--- src/rtl/tanh_pkg.sv ---
// tanh_pkg: shared constants and FSM encoding for the tanh table loader
package tanh_pkg;
  localparam int AW_DEF = 10;
  localparam int DW_DEF = 32;
  localparam int N_DEF = 32;
  localparam int Q_DEF = 16;
  localparam logic [N_DEF-1:0] ONE = N_DEF'(1) << Q_DEF;
  typedef enum logic [1:0] {
    S_IDLE = 2'd0,
    S_LOAD = 2'd1,
    S_DONE = 2'd2,
    S_ERR  = 2'd3
  } state_t;
endpackage

--- src/rtl/tanh_entry_checker.sv ---
// tanh_entry_checker: flags a table word that is negative, above ONE, or below the previous word
//   i_data : incoming table word
//   i_prev : previously accepted word
//   o_ok   : 1 when i_data is a legal next entry
module tanh_entry_checker
  import tanh_pkg::*;
#(
  parameter int DW = DW_DEF
) (
  input  logic [DW-1:0] i_data,
  input  logic [DW-1:0] i_prev,
  output logic          o_ok
);
  assign o_ok = !i_data[DW-1] && (i_data <= DW'(ONE)) && (i_data >= i_prev);
endmodule

--- src/rtl/tanh_lut_writer.sv ---
// tanh_lut_writer: loads the 2^AW-entry tanh table from a valid/ready stream into a RAM write port
//   i_clk, i_rst_n         : clock, async active-low reset
//   i_start                : begins a load outside LOAD
//   i_s_valid/o_s_ready    : stream handshake, i_s_data word, i_s_last final-word marker
//   o_wr_en/addr/data      : registered table write port (one cycle after the handshake)
//   o_busy/o_done/o_err    : LOAD / sticky success / sticky abort
//   o_checksum             : modulo-2^DW sum of accepted words
//   Macro TANH_LUT_WRITER_CHECK_EN enables value checking (range and monotonicity).
module tanh_lut_writer
  import tanh_pkg::*;
#(
  parameter int AW = AW_DEF,
  parameter int DW = DW_DEF
) (
  input  logic          i_clk,
  input  logic          i_rst_n,
  input  logic          i_start,
  input  logic          i_s_valid,
  output logic          o_s_ready,
  input  logic [DW-1:0] i_s_data,
  input  logic          i_s_last,
  output logic          o_wr_en,
  output logic [AW-1:0] o_wr_addr,
  output logic [DW-1:0] o_wr_data,
  output logic          o_busy,
  output logic          o_done,
  output logic          o_err,
  output logic [DW-1:0] o_checksum
);
  state_t r_state, w_next;
  logic [AW-1:0] r_cnt;
  logic r_wr_en;
  logic [AW-1:0] r_wr_addr;
  logic [DW-1:0] r_wr_data;
  logic [DW-1:0] r_checksum;
  logic w_hs, w_start, w_cnt_max, w_ok;
  assign w_hs = i_s_valid && (r_state == S_LOAD);
  assign w_start = i_start && (r_state != S_LOAD);
  assign w_cnt_max = &r_cnt;
`ifdef TANH_LUT_WRITER_CHECK_EN
  logic [DW-1:0] r_prev;
  always_ff @(posedge i_clk or negedge i_rst_n)
    if (!i_rst_n) r_prev <= '0;
    else if (w_start) r_prev <= '0;
    else if (w_hs) r_prev <= i_s_data;
  tanh_entry_checker #(.DW(DW)) u_chk (
    .i_data(i_s_data),
    .i_prev(r_prev),
    .o_ok  (w_ok)
  );
`else
  assign w_ok = 1'b1;
`endif
  always_ff @(posedge i_clk or negedge i_rst_n)
    if (!i_rst_n) r_state <= S_IDLE;
    else r_state <= w_next;
  // a beat is a length error when s_last disagrees with being the final address
  always_comb begin
    w_next = r_state;
    if (w_start) w_next = S_LOAD;
    else if (w_hs) w_next = (!w_ok || (i_s_last != w_cnt_max)) ? S_ERR : i_s_last ? S_DONE : S_LOAD;
    o_s_ready = r_state == S_LOAD;
    o_busy = r_state == S_LOAD;
    o_done = r_state == S_DONE;
    o_err = r_state == S_ERR;
  end
  // counter saturates at the last address; the state leaves LOAD on that beat anyway
  always_ff @(posedge i_clk or negedge i_rst_n)
    if (!i_rst_n) begin
      r_wr_en <= 1'b0;
      r_wr_addr <= '0;
      r_wr_data <= '0;
      r_checksum <= '0;
      r_cnt <= '0;
    end else begin
      r_wr_en <= w_hs;
      if (w_hs) begin
        r_wr_addr <= r_cnt;
        r_wr_data <= i_s_data;
        r_checksum <= r_checksum + i_s_data;
        if (!w_cnt_max) r_cnt <= r_cnt + 1'b1;
      end else if (w_start) begin
        r_cnt <= '0;
        r_checksum <= '0;
      end
    end
  assign o_wr_en = r_wr_en;
  assign o_wr_addr = r_wr_addr;
  assign o_wr_data = r_wr_data;
  assign o_checksum = r_checksum;
endmodule

--- config.mk ---
export PLATFORM = sky130hd
export DESIGN_NAME = tanh_lut_writer
export DESIGN_NICKNAME = d
export VERILOG_FILES = /design/src/rtl/tanh_pkg.sv /design/src/rtl/tanh_entry_checker.sv /design/src/rtl/tanh_lut_writer.sv
export SDC_FILE = /design/constraint.sdc
export NUM_CORES = 1
export LEC_CHECK = 0
export ABC_AREA = 1
export BUFFER_PORTS_ARGS = -buffer_cell sky130_fd_sc_hd__buf_2
export CELL_PAD_IN_SITES_DETAIL_PLACEMENT = 1
export CELL_PAD_IN_SITES_GLOBAL_PLACEMENT = 1
export CORE_ASPECT_RATIO = 1.2
export CORE_MARGIN = 5
export CORE_UTILIZATION = 27
export CTS_CLUSTER_SIZE = 14
export DETAILED_ROUTE_END_ITERATION = 7
export PLACE_DENSITY_LB_ADDON = 0.05
export SYNTH_ARGS = -nofsm -noshare
export SYNTH_HDL_FRONTEND = slang
export SYNTH_SLANG_ARGS = --single-unit
export TNS_END_PERCENT = 1
--- constraint.sdc ---
create_clock -name i_clk -period 4.7 [get_ports i_clk]
set_clock_uncertainty 0.2 [all_clocks]
set_input_delay 0.94 -clock i_clk [delete_from_list [all_inputs] [get_ports i_clk]]
set_output_delay 0.94 -clock i_clk [all_outputs]
set_load 0.05 [all_outputs]
==> results of run 1 <==
==> metrics by stage <==
stage	util	total power, mW	hold WS [ps]
after floorplan	-	3.62	319
after global placement	0.311	4.48	260
after detailed placement	0.311	4.50	264
after CTS	0.325	5.29	284
after global routing	0.325	5.64	300
final	0.325	5.17	278
==> cells by family after synthesis <==
kind of cell,after synthesis,synth area share
AOI/OAI and AO/OA,79,0.0796
and+or+nand+nor,521,0.360
adders and majority gates,33,0.0719
xor gates and xnor gates,7,0.0105
DFF,87,0.372
buffers and inverters,153,0.105
==> final cells by class <==
class / instances / share of cell area
Clock buffer: 9 / 0.0323
Clock inverter: 7 / 0.00986
Inverter: 135 / 0.0733
Multi-Input combinational cell: 640 / 0.437
Sequential cell: 87 / 0.312
Tap cell: 274 / 0.0491
Timing Repair Buffer: 118 / 0.0861
==> flip-flops by register name, summed over array words and instances, names as in the netlist <==
register,cells
o_checksum,32
o_wr_addr,10
r_state,2
r_cnt,10
o_wr_data,32
o_wr_en,1
==> critical path, stage by stage <==
cell	delay (ps)
buf_2	90
ha_1	210
inv_1	70
fa_1	380
inv_1	140
nand3_1	80
nand3_1	130
nand3_1	110
nand3_1	200
nand2_1	120
nand2_1	70
nand2_1	50
nand3_1	70
nand2_1	70
==> cells in the final DEF, fill, tap and decap left out, types with 4 or more instances in the layout <==
cell type / netlist / routed
a21oi_1: 33 / 33
buf_2: 9 / 114
buf_4: 3 / 4
clkbuf_16: 0 / 9
dfrtp_1: 87 / 87
ha_1: 32 / 32
inv_1: 131 / 131
nand2_1: 403 / 403
nand3_1: 45 / 45
nand4_1: 5 / 5
nor2_1: 46 / 46
nor3_1: 6 / 6
o21ai_0: 26 / 26
o21ai_1: 4 / 4
xor2_1: 4 / 4
==> power breakdown <==
| part | switching [mW] | internal, mW | leakage [nW] | total, mW |
|---|---|---|---|---|
| sequential | 0.208 | 1.03 | 1.11 | 1.24 |
| combinational | 2.38 | 0.785 | 2.87 | 3.17 |
| clock | 0.381 | 0.377 | 0.146 | 0.758 |
| total | 2.97 | 2.20 | 4.13 | 5.17 |
==> how the worst max path moves through the flow <==
stage / end / depth (start not counted) / start
final: o_checksum[20] / 14 / i_s_data[0]
after global routing: o_checksum[20] / 14 / i_s_data[0]
after CTS: o_checksum[28] / 14 / i_s_data[0]
after detailed placement: o_checksum[28] / 14 / i_s_data[0]
after global placement: o_checksum[28] / 14 / i_s_data[0]
after floorplan: o_checksum[28] / 13 / i_s_data[0]
==> metal layers <==
layer	track usage	vias up
met4	0.0329	2
met1	0.212	2664
met2	0.302	75
met5	0	-
met3	0.0298	15
li1	-	2931
==> results.md, run 1 <==
- FF+latch count, synth: 87
- Leading area contributor after synthesis: dfrtp_1
- Syn. warnings: 0
- DRT antenna net count: 0
- Most used DFF post-synth: dfrtp_1
- Routed WL per cell: 15.6 um
- Yosys cell types: 39
- Standard-cell rows: 59
- Crit Path Class: in2reg
- Area of the multi-input gates: 3050 sq um
- Most frequent cell after synthesis: nand2_1
- Post-place setup slack: 1610 ps
- Max IR drop VDD: 431 uV
- Actual slew at the worst max-slew pin: around 740 ps
- Post_cts resized: 0
- Initial antenna violation count: 1
- CORE AREA: ~21000 sq um
- Synth area leaders: dfrtp_1, nand2_1, inv_1
- Placed Instance Area: 6690 sq um
- R2r setup slk: 2260 ps
- Fin crit period: about 2700 ps
- WHS Path Cells: 2
- CP Launch Type: primary input
- Post-synth top cells: nand2_1, inv_1, dfrtp_1, nor2_1, nand3_1
- Min-delay src: o_wr_data[14]
- Die Area: 24700 sq um
- Placed wire-length estimate: 15.4 mm
- Final RePlAce weighted congestion: 0.775
- Clock Path Buffers: 2
- WL final: 19.8 mm
- Netlist Area Pre-Place: about 6000 sq um
- Crit-path max FO: 4
- Worst reg2reg path depth: 7
- Sink Count: 87
- Register area share after synthesis: 0.372
- WP data arrival: 2730 ps
- Crit path required time: 4740 ps
- N_diodes: 0
- Met2 WL: 9.94 mm
- Status: finished, final reports clean
- Finished Layout Cells: 1270
- Area grow syn2layout: 19.4%
- Critical R2R Launch: r_state[1]
- Leak: approximately 4.1 nW
- Setup Buffers After CTS: 0
- CP endpoint kind: register
- Largest net degree at the start of global routing: 58
- Metal-1 WL: around 9 mm
- Max Fclk: 0.372 GHz
- # nets final: 1061
- Register area: around 2200 sq um
- Inserted Clock Buffers: 9
- Final max-slew violation count: 0
- Tot GR Track Use: 0.168
- Gr ovfl total: 0
- Via Count: 5687
- Fillers: ~2800
- RR Endpoint: r_cnt[3]
- Initial Utilization: 0.272
- DRT iter0 DRCs: around 170
- DIE WIDTH: 144 um
- Final routed DRC violation total: 0
- Rel. slew slack: 0.503
- Avg Synthesized Cell Area: 6.64 sq um
- Cells after Synth: 880
- Vias in the first global route: approximately 6300
- Via density: approximately 4.5
- Metal3 WL: 696 um
- Placed Cells incl. Taps: 1254
- Share of cells above drive strength 1: 0.160
- Post-synth ARST share: 1.00
- Die height: 171 um
- Synth top area share: 0.372
- Clk root buf: clkbuf_16
- PD cells: approximately 740 nW/um^2
- Fin crit share: 0.571
- First-pass GRT wire length: 32.8 mm
- IO buf count: 115
- Clock Latency Late Sink: 370 ps
- EDFF count, synth: 0
- Clock-pin slew on the worst setup and hold paths: 70 ps
- Post-route setup TNS: 0 ps
- Final-report hold violation count: 0
- RSZ-0062 raised after global routing: false
- CTS tree: yes
- H-tree levels: 3
- Worst hold path class: reg2reg
- Syn nets: 950
- Top sig layer: met5
- Design Area, Final: 6980 sq um
- Hold_buf cts: 0
- Drt first pass iters: 4
- Setup ws final: 2010 ps
- Hold Path Sink: o_wr_data[14]
- Setup violators final: 0
- Maxcap violations: 0
- Ports: 116
(Power assumes the default switching activity.)
==> inputs of run 2 (changes only) <==
==> constraint.sdc (replaced) <==
create_clock -name i_clk -period 2.4 [get_ports i_clk]
set_clock_uncertainty 0.2 [all_clocks]
set_input_delay 0.48 -clock i_clk [delete_from_list [all_inputs] [get_ports i_clk]]
set_output_delay 0.48 -clock i_clk [all_outputs]
set_load 0.05 [all_outputs]
==> results.md, run 2 (synthesis results as in run 1) <==
- Status: finished, final reports clean
- Final routed DRC violation total: 0
- Gr ovfl total: 0
- Final core utilization: 0.344
- H-tree levels: 3
- CORE AREA: 21500 sq um
- Clock Latency Late Sink: 360 ps
- Final max-slew violation count: 0
- DRT iter0 DRCs: 140
- Vias in the first global route: 6228
- Most frequent cells in the layout: nand2_1, inv_1, buf_2, dfrtp_1, nor2_1
- CP Launch Type: register
- Area grow syn2layout: 26.4%
- Via Count: 5871
- Logic pwr share: 0.636
- Final RePlAce weighted congestion: 0.825
- Die height: about 170 um
- Largest net degree at the start of global routing: 69
- Inserted Clock Buffers: 9
- Clock network power share: 0.138
- Fillers: 2768
- Rel. slew slack: 0.737
- DRT antenna net count: 0
- Setup violators final: 0
- Largest stage delay, worst path: between 300 and 400 ps
- Setup ws final: between 200 and 250 ps
- Most common cell after layout, fill and taps aside: nand2_1
- Fin crit period: 2160 ps
- Crit Path Class: reg2reg
- Flop pwr share: 0.226
- Ports: about 120
- CP delay by family, top: simple AND/OR/NAND/NOR gates
- Standard-cell rows: 59
- Share of cells above drive strength 1: 0.198
- Actual slew at the worst max-slew pin: 393 ps
- Net load switching power: 5.94 mW
- Worst hold path class: in2reg
- Design Area, Final: 7390 sq um
- Initial antenna violation count: 0
- WP data arrival: 2210 ps
- Routed WL per cell: between 15 and 20 um
- Crit-path cells: ha_1 > inv_1 > fa_1 > inv_1 > nand3_1 > nand3_2 > nand3_1 > nand3_1 > nand2_1 > nand2_1 > nand2_1 > nand3_1 > nand2_1
- Net Sw Frac: 0.558
- WL final: 20.5 mm
- Placed Instance Area: 7070 sq um
- CTS tree: yes
- Die Area: 24700 sq um
- Drt first pass iters: 4
- Clock-pin slew on the worst setup and hold paths: approximately 70 ps
- Worst path slowest cell: dfrtp_1
- Max IR drop VDD: 1220 uV
- Via density: between 4 and 5
- CP endpoint kind: register
- Crit-path max FO: 4
- Sink Count: 87
- Maxcap violations: 0
- Total Power: roughly 11 mW
- IO buf count: 115
- Clock Path Buffers: 2
- Fin crit share: 0.898
- Crit path required time: between 2000 and 2500 ps
- Tot GR Track Use: 0.172
- Post-route setup TNS: 0 ps
- RSZ-0062 raised after global routing: false
- Initial Utilization: 0.272
- Leak: 4.39 nW
- Worst path bufs/invs: 2
- Post-place setup slack: -46.6 ps
- DIE WIDTH: 144 um
- Final-report hold violation count: 0
- Total internal power: roughly 4.7 mW
- First-pass GRT wire length: 33.1 mm
- Max Fclk: 0.464 GHz
- # nets final: 1107
- Clk root buf: clkbuf_16
- N_diodes: 0
- PD cells: 1440 nW/um^2
- Placed wire-length estimate: 16.1 mm
[run 2: worst paths after layout]
path,from,endpoint,slack [ps],cells after the start
hold reg to reg,o_wr_data[18],o_wr_data[18],280,2
setup reg to reg,o_checksum[0],o_checksum[20],240,13
setup / recovery,o_checksum[0],o_checksum[20],240,13
hold / removal,i_s_data[5],o_wr_data[5],130,3
max in group asynchronous,i_rst_n,o_checksum[0],1080,3
min in group asynchronous,i_rst_n,o_wr_data[16],370,2
[run 2: final cells by class]
| class | instances | area (sq um) | share of cell area |
|---|---|---|---|
| Clock buffer | 9 | 225 | 0.0305 |
| Sequential cell | 87 | 2180 | 0.295 |
| Clock inverter | 7 | 73.8 | 0.00999 |
| Tap cell | 274 | 343 | 0.0464 |
| Timing Repair Buffer | 164 | 998 | 0.135 |
| Multi-Input combinational cell | 640 | 3060 | 0.414 |
| Inverter | 135 | 512 | 0.0693 |
[run 2: power by group through the flow]
stage / logic [mW] / clock network, mW / registers, mW
2_1_floorplan: 2.91 / 0 / 4.19
3_3_place_gp: 6.85 / 0 / 2.44
3_5_place_dp: 6.89 / 0 / 2.44
4_1_cts: 6.91 / 1.54 / 2.42
5_1_grt: 7.48 / 1.60 / 2.50
6_report: 6.77 / 1.47 / 2.41
[run 2: per-layer routing]
layer	global-route usage	wire length, um
met2	0.304	10300
met5	0	0
met1	0.216	9090
met3	0.0278	787
met4	0.0450	320
[run 2: worst min-delay path: stages]
cell and delay, ps:
buf_2 90, nand2_1 50, nand2_1 40
[run 2: what timing repair did]
action / 4_1_cts / 5_1_grt
setup buffers: 0 / 0
hold buffers: 1 / 0
resized for setup: 0 / 2
setup endpoints to repair: 0 / 3
endpoints found under the hold margin: 20 / 0
[run 2: metrics by stage]
stage,hold slack (ps),cells
6_report,132,1316
5_1_grt,116,1316
4_1_cts,123,1316
3_5_place_dp,212,1299
3_3_place_gp,214,1299
2_1_floorplan,-15.6,880
==> inputs of run 3 (changes only) <==
--- a/config.mk
+++ b/config.mk
@@ -6,11 +6,10 @@
 export NUM_CORES = 1
 export LEC_CHECK = 0
 export ABC_AREA = 1
-export BUFFER_PORTS_ARGS = -buffer_cell sky130_fd_sc_hd__buf_2
+export BUFFER_PORTS_ARGS = -buffer_cell sky130_fd_sc_hd__clkbuf_2
 export CELL_PAD_IN_SITES_DETAIL_PLACEMENT = 1
 export CELL_PAD_IN_SITES_GLOBAL_PLACEMENT = 1
 export CORE_ASPECT_RATIO = 1.2
-export CORE_MARGIN = 5
 export CORE_UTILIZATION = 27
 export CTS_CLUSTER_SIZE = 14
 export DETAILED_ROUTE_END_ITERATION = 7
==> results.md, run 3 (synthesis results as in run 1) <==
- Status: finished, final reports clean
- Initial antenna violation count: 0
- Worst path bufs/invs: 2
- Via density: around 4.5
- Inserted Clock Buffers: 9
- Clk root buf: clkbuf_16
- Die Area: between 20000 and 25000 sq um
- Vias in the first global route: 6169
- Min-delay src: i_s_data[0]
- Fin crit share: 0.916
- Routed WL per cell: about 15 um
- Die height: 163 um
- DRT iter0 DRCs: between 150 and 200
- Actual slew at the worst max-slew pin: 503 ps
- Hold Path Sink: o_wr_data[0]
- Worst reg2reg path depth: 13
- Drt first pass iters: 4
- Logic pwr share: 0.640
- Clock Path Buffers: 2
- Crit-path max FO: 4
- Max IR drop VDD: ~620 uV
- Standard-cell rows: 58
- Via Count: 5860
- Critical R2R Launch: o_checksum[0]
- R2r setup slk: between 200 and 250 ps
- Post-route setup TNS: 0 ps
- H-tree levels: 3
- WP data arrival: 2230 ps
- RSZ-0062 raised after global routing: false
- WHS Path Cells: 3
- Flop pwr share: 0.228
- Final routed DRC violation total: 0
- Met2 Use GR: 0.358
- Net Sw Frac: 0.555
- Most common cell after layout, fill and taps aside: nand2_1
- Area grow syn2layout: 26.5%
- Met3 usage: 0.0255
- IO buf count: between 100 and 150
- Clock-pin slew on the worst setup and hold paths: 70 ps
- Rel. slew slack: 0.665
- Met1 Use GR: 0.231
- Total internal power: roughly 4.7 mW
- Worst path depth: 13
- Net load switching power: 5.89 mW
- Sink Count: between 80 and 90
- Ports: around 120
- DIE WIDTH: roughly 140 um
- CTS tree: yes
- Clock network power share: 0.133
- Gr ovfl total: 0
- RR Endpoint: o_checksum[16]
- Leak: roughly 4.4 nW
- Setup violators final: 0
- Largest net degree at the start of global routing: 54
- WL final: ~20 mm
- Crit Path Class: reg2reg
- Placed Instance Area: just over 7000 sq um
- Final RePlAce weighted congestion: 0.796
- Share of cells above drive strength 1: 0.197
- # nets final: 1110
- Tot GR Track Use: 0.193
- DRT antenna net count: 0
- Most crowded layer after global routing: met2
- CORE AREA: 21100 sq um
- Final max-slew violation count: 0
- Clock Latency Late Sink: 360 ps
- PD cells: 1430 nW/um^2
- Crit path required time: around 2400 ps
- Largest stage delay, worst path: about 390 ps
- CP delay by family, top: simple AND/OR/NAND/NOR gates
- Maxcap violations: 0
- Worst hold path class: in2reg
- Max Fclk: 0.455 GHz
- Placed wire-length estimate: 16.1 mm
- Initial Utilization: 0.277
- First-pass GRT wire length: roughly 33 mm
- Most frequent cells in the layout: nand2_1, inv_1, clkbuf_2, dfrtp_1, buf_4
- Design Area, Final: 7400 sq um
- Fin crit period: 2200 ps
- Top cell by count, worst path: nand2_1
- Worst path slowest cell: fa_1
- CP Launch Type: register
- Crit-path cells: ha_1 > inv_1 > fa_1 > inv_1 > nand3_1 > nand3_1 > nand2_1 > nand2_1 > nand3_1 > nand2_1 > nand2_1 > nand2_1 > o21ai_1
- N_diodes: 0
- CP endpoint kind: register
- Final-report hold violation count: 0
## run 3: worst max-delay path by stage
stage                    from        endpoint
2_1_floorplan   o_checksum[0]  o_checksum[28]
5_1_grt        o_checksum[26]  o_checksum[27]
3_5_place_dp      i_s_data[0]  o_checksum[16]
4_1_cts         o_checksum[0]  o_checksum[16]
3_3_place_gp      i_s_data[0]  o_checksum[16]
6_report        o_checksum[0]  o_checksum[16]
## run 3: area by class of cell
type / instances / area [sq um]
Multi-Input combinational cell: 640 / 3050
Sequential cell: 87 / 2180
Inverter: 135 / 512
Timing Repair Buffer: 167 / 1030
Tap cell: 270 / 338
Clock buffer: 11 / 243
Clock inverter: 5 / 41.3
Fill cell: 2750 / 13700
## run 3: routing by layer
metal	share of wire	vias to the layer above	routed length, um
met3	0.025	14	502
met4	0.012	0	240
met2	0.53	71	10600
met5	0	-	0
li1	-	3032	-
met1	0.44	2743	8740
## run 3: tightest hold or removal path: cells and delay by family
| family | cells | cell delay (ps) |
|---|---|---|
| buf+inv | 1 | 90 |
| simple gates | 2 | 100 |
## run 3: metrics by stage
stage	setup WS [ps]	std cells	hold WS, ps	util	power (mW)
after floorplan	33.0	880	-15.6	-	7.09
after global placement	-6.13	1297	262	0.336	9.29
after detailed placement	-39.8	1297	265	0.336	9.34
after CTS	141	1314	133	0.350	10.8
after global routing	33.9	1315	148	0.350	11.5
final	202	1315	142	0.350	10.6
## run 3: repair_timing
action | in CTS | in global routing
buffers inserted | 0 | 1
hold buffers | 1 | 0
hold endpoints to repair | 27 | 0
endpoints found under the setup margin | 0 | 1
gates resized for setup | 0 | 0
## run 3: power groups by stage
stage | Sequential [mW] | Combinational, mW | Clock [mW]
6_report | 2.42 | 6.78 | 1.41
3_3_place_gp | 2.45 | 6.85 | 0
5_1_grt | 2.49 | 7.53 | 1.50
3_5_place_dp | 2.45 | 6.89 | 0
4_1_cts | 2.43 | 6.91 | 1.47
2_1_floorplan | 4.19 | 2.91 | 0
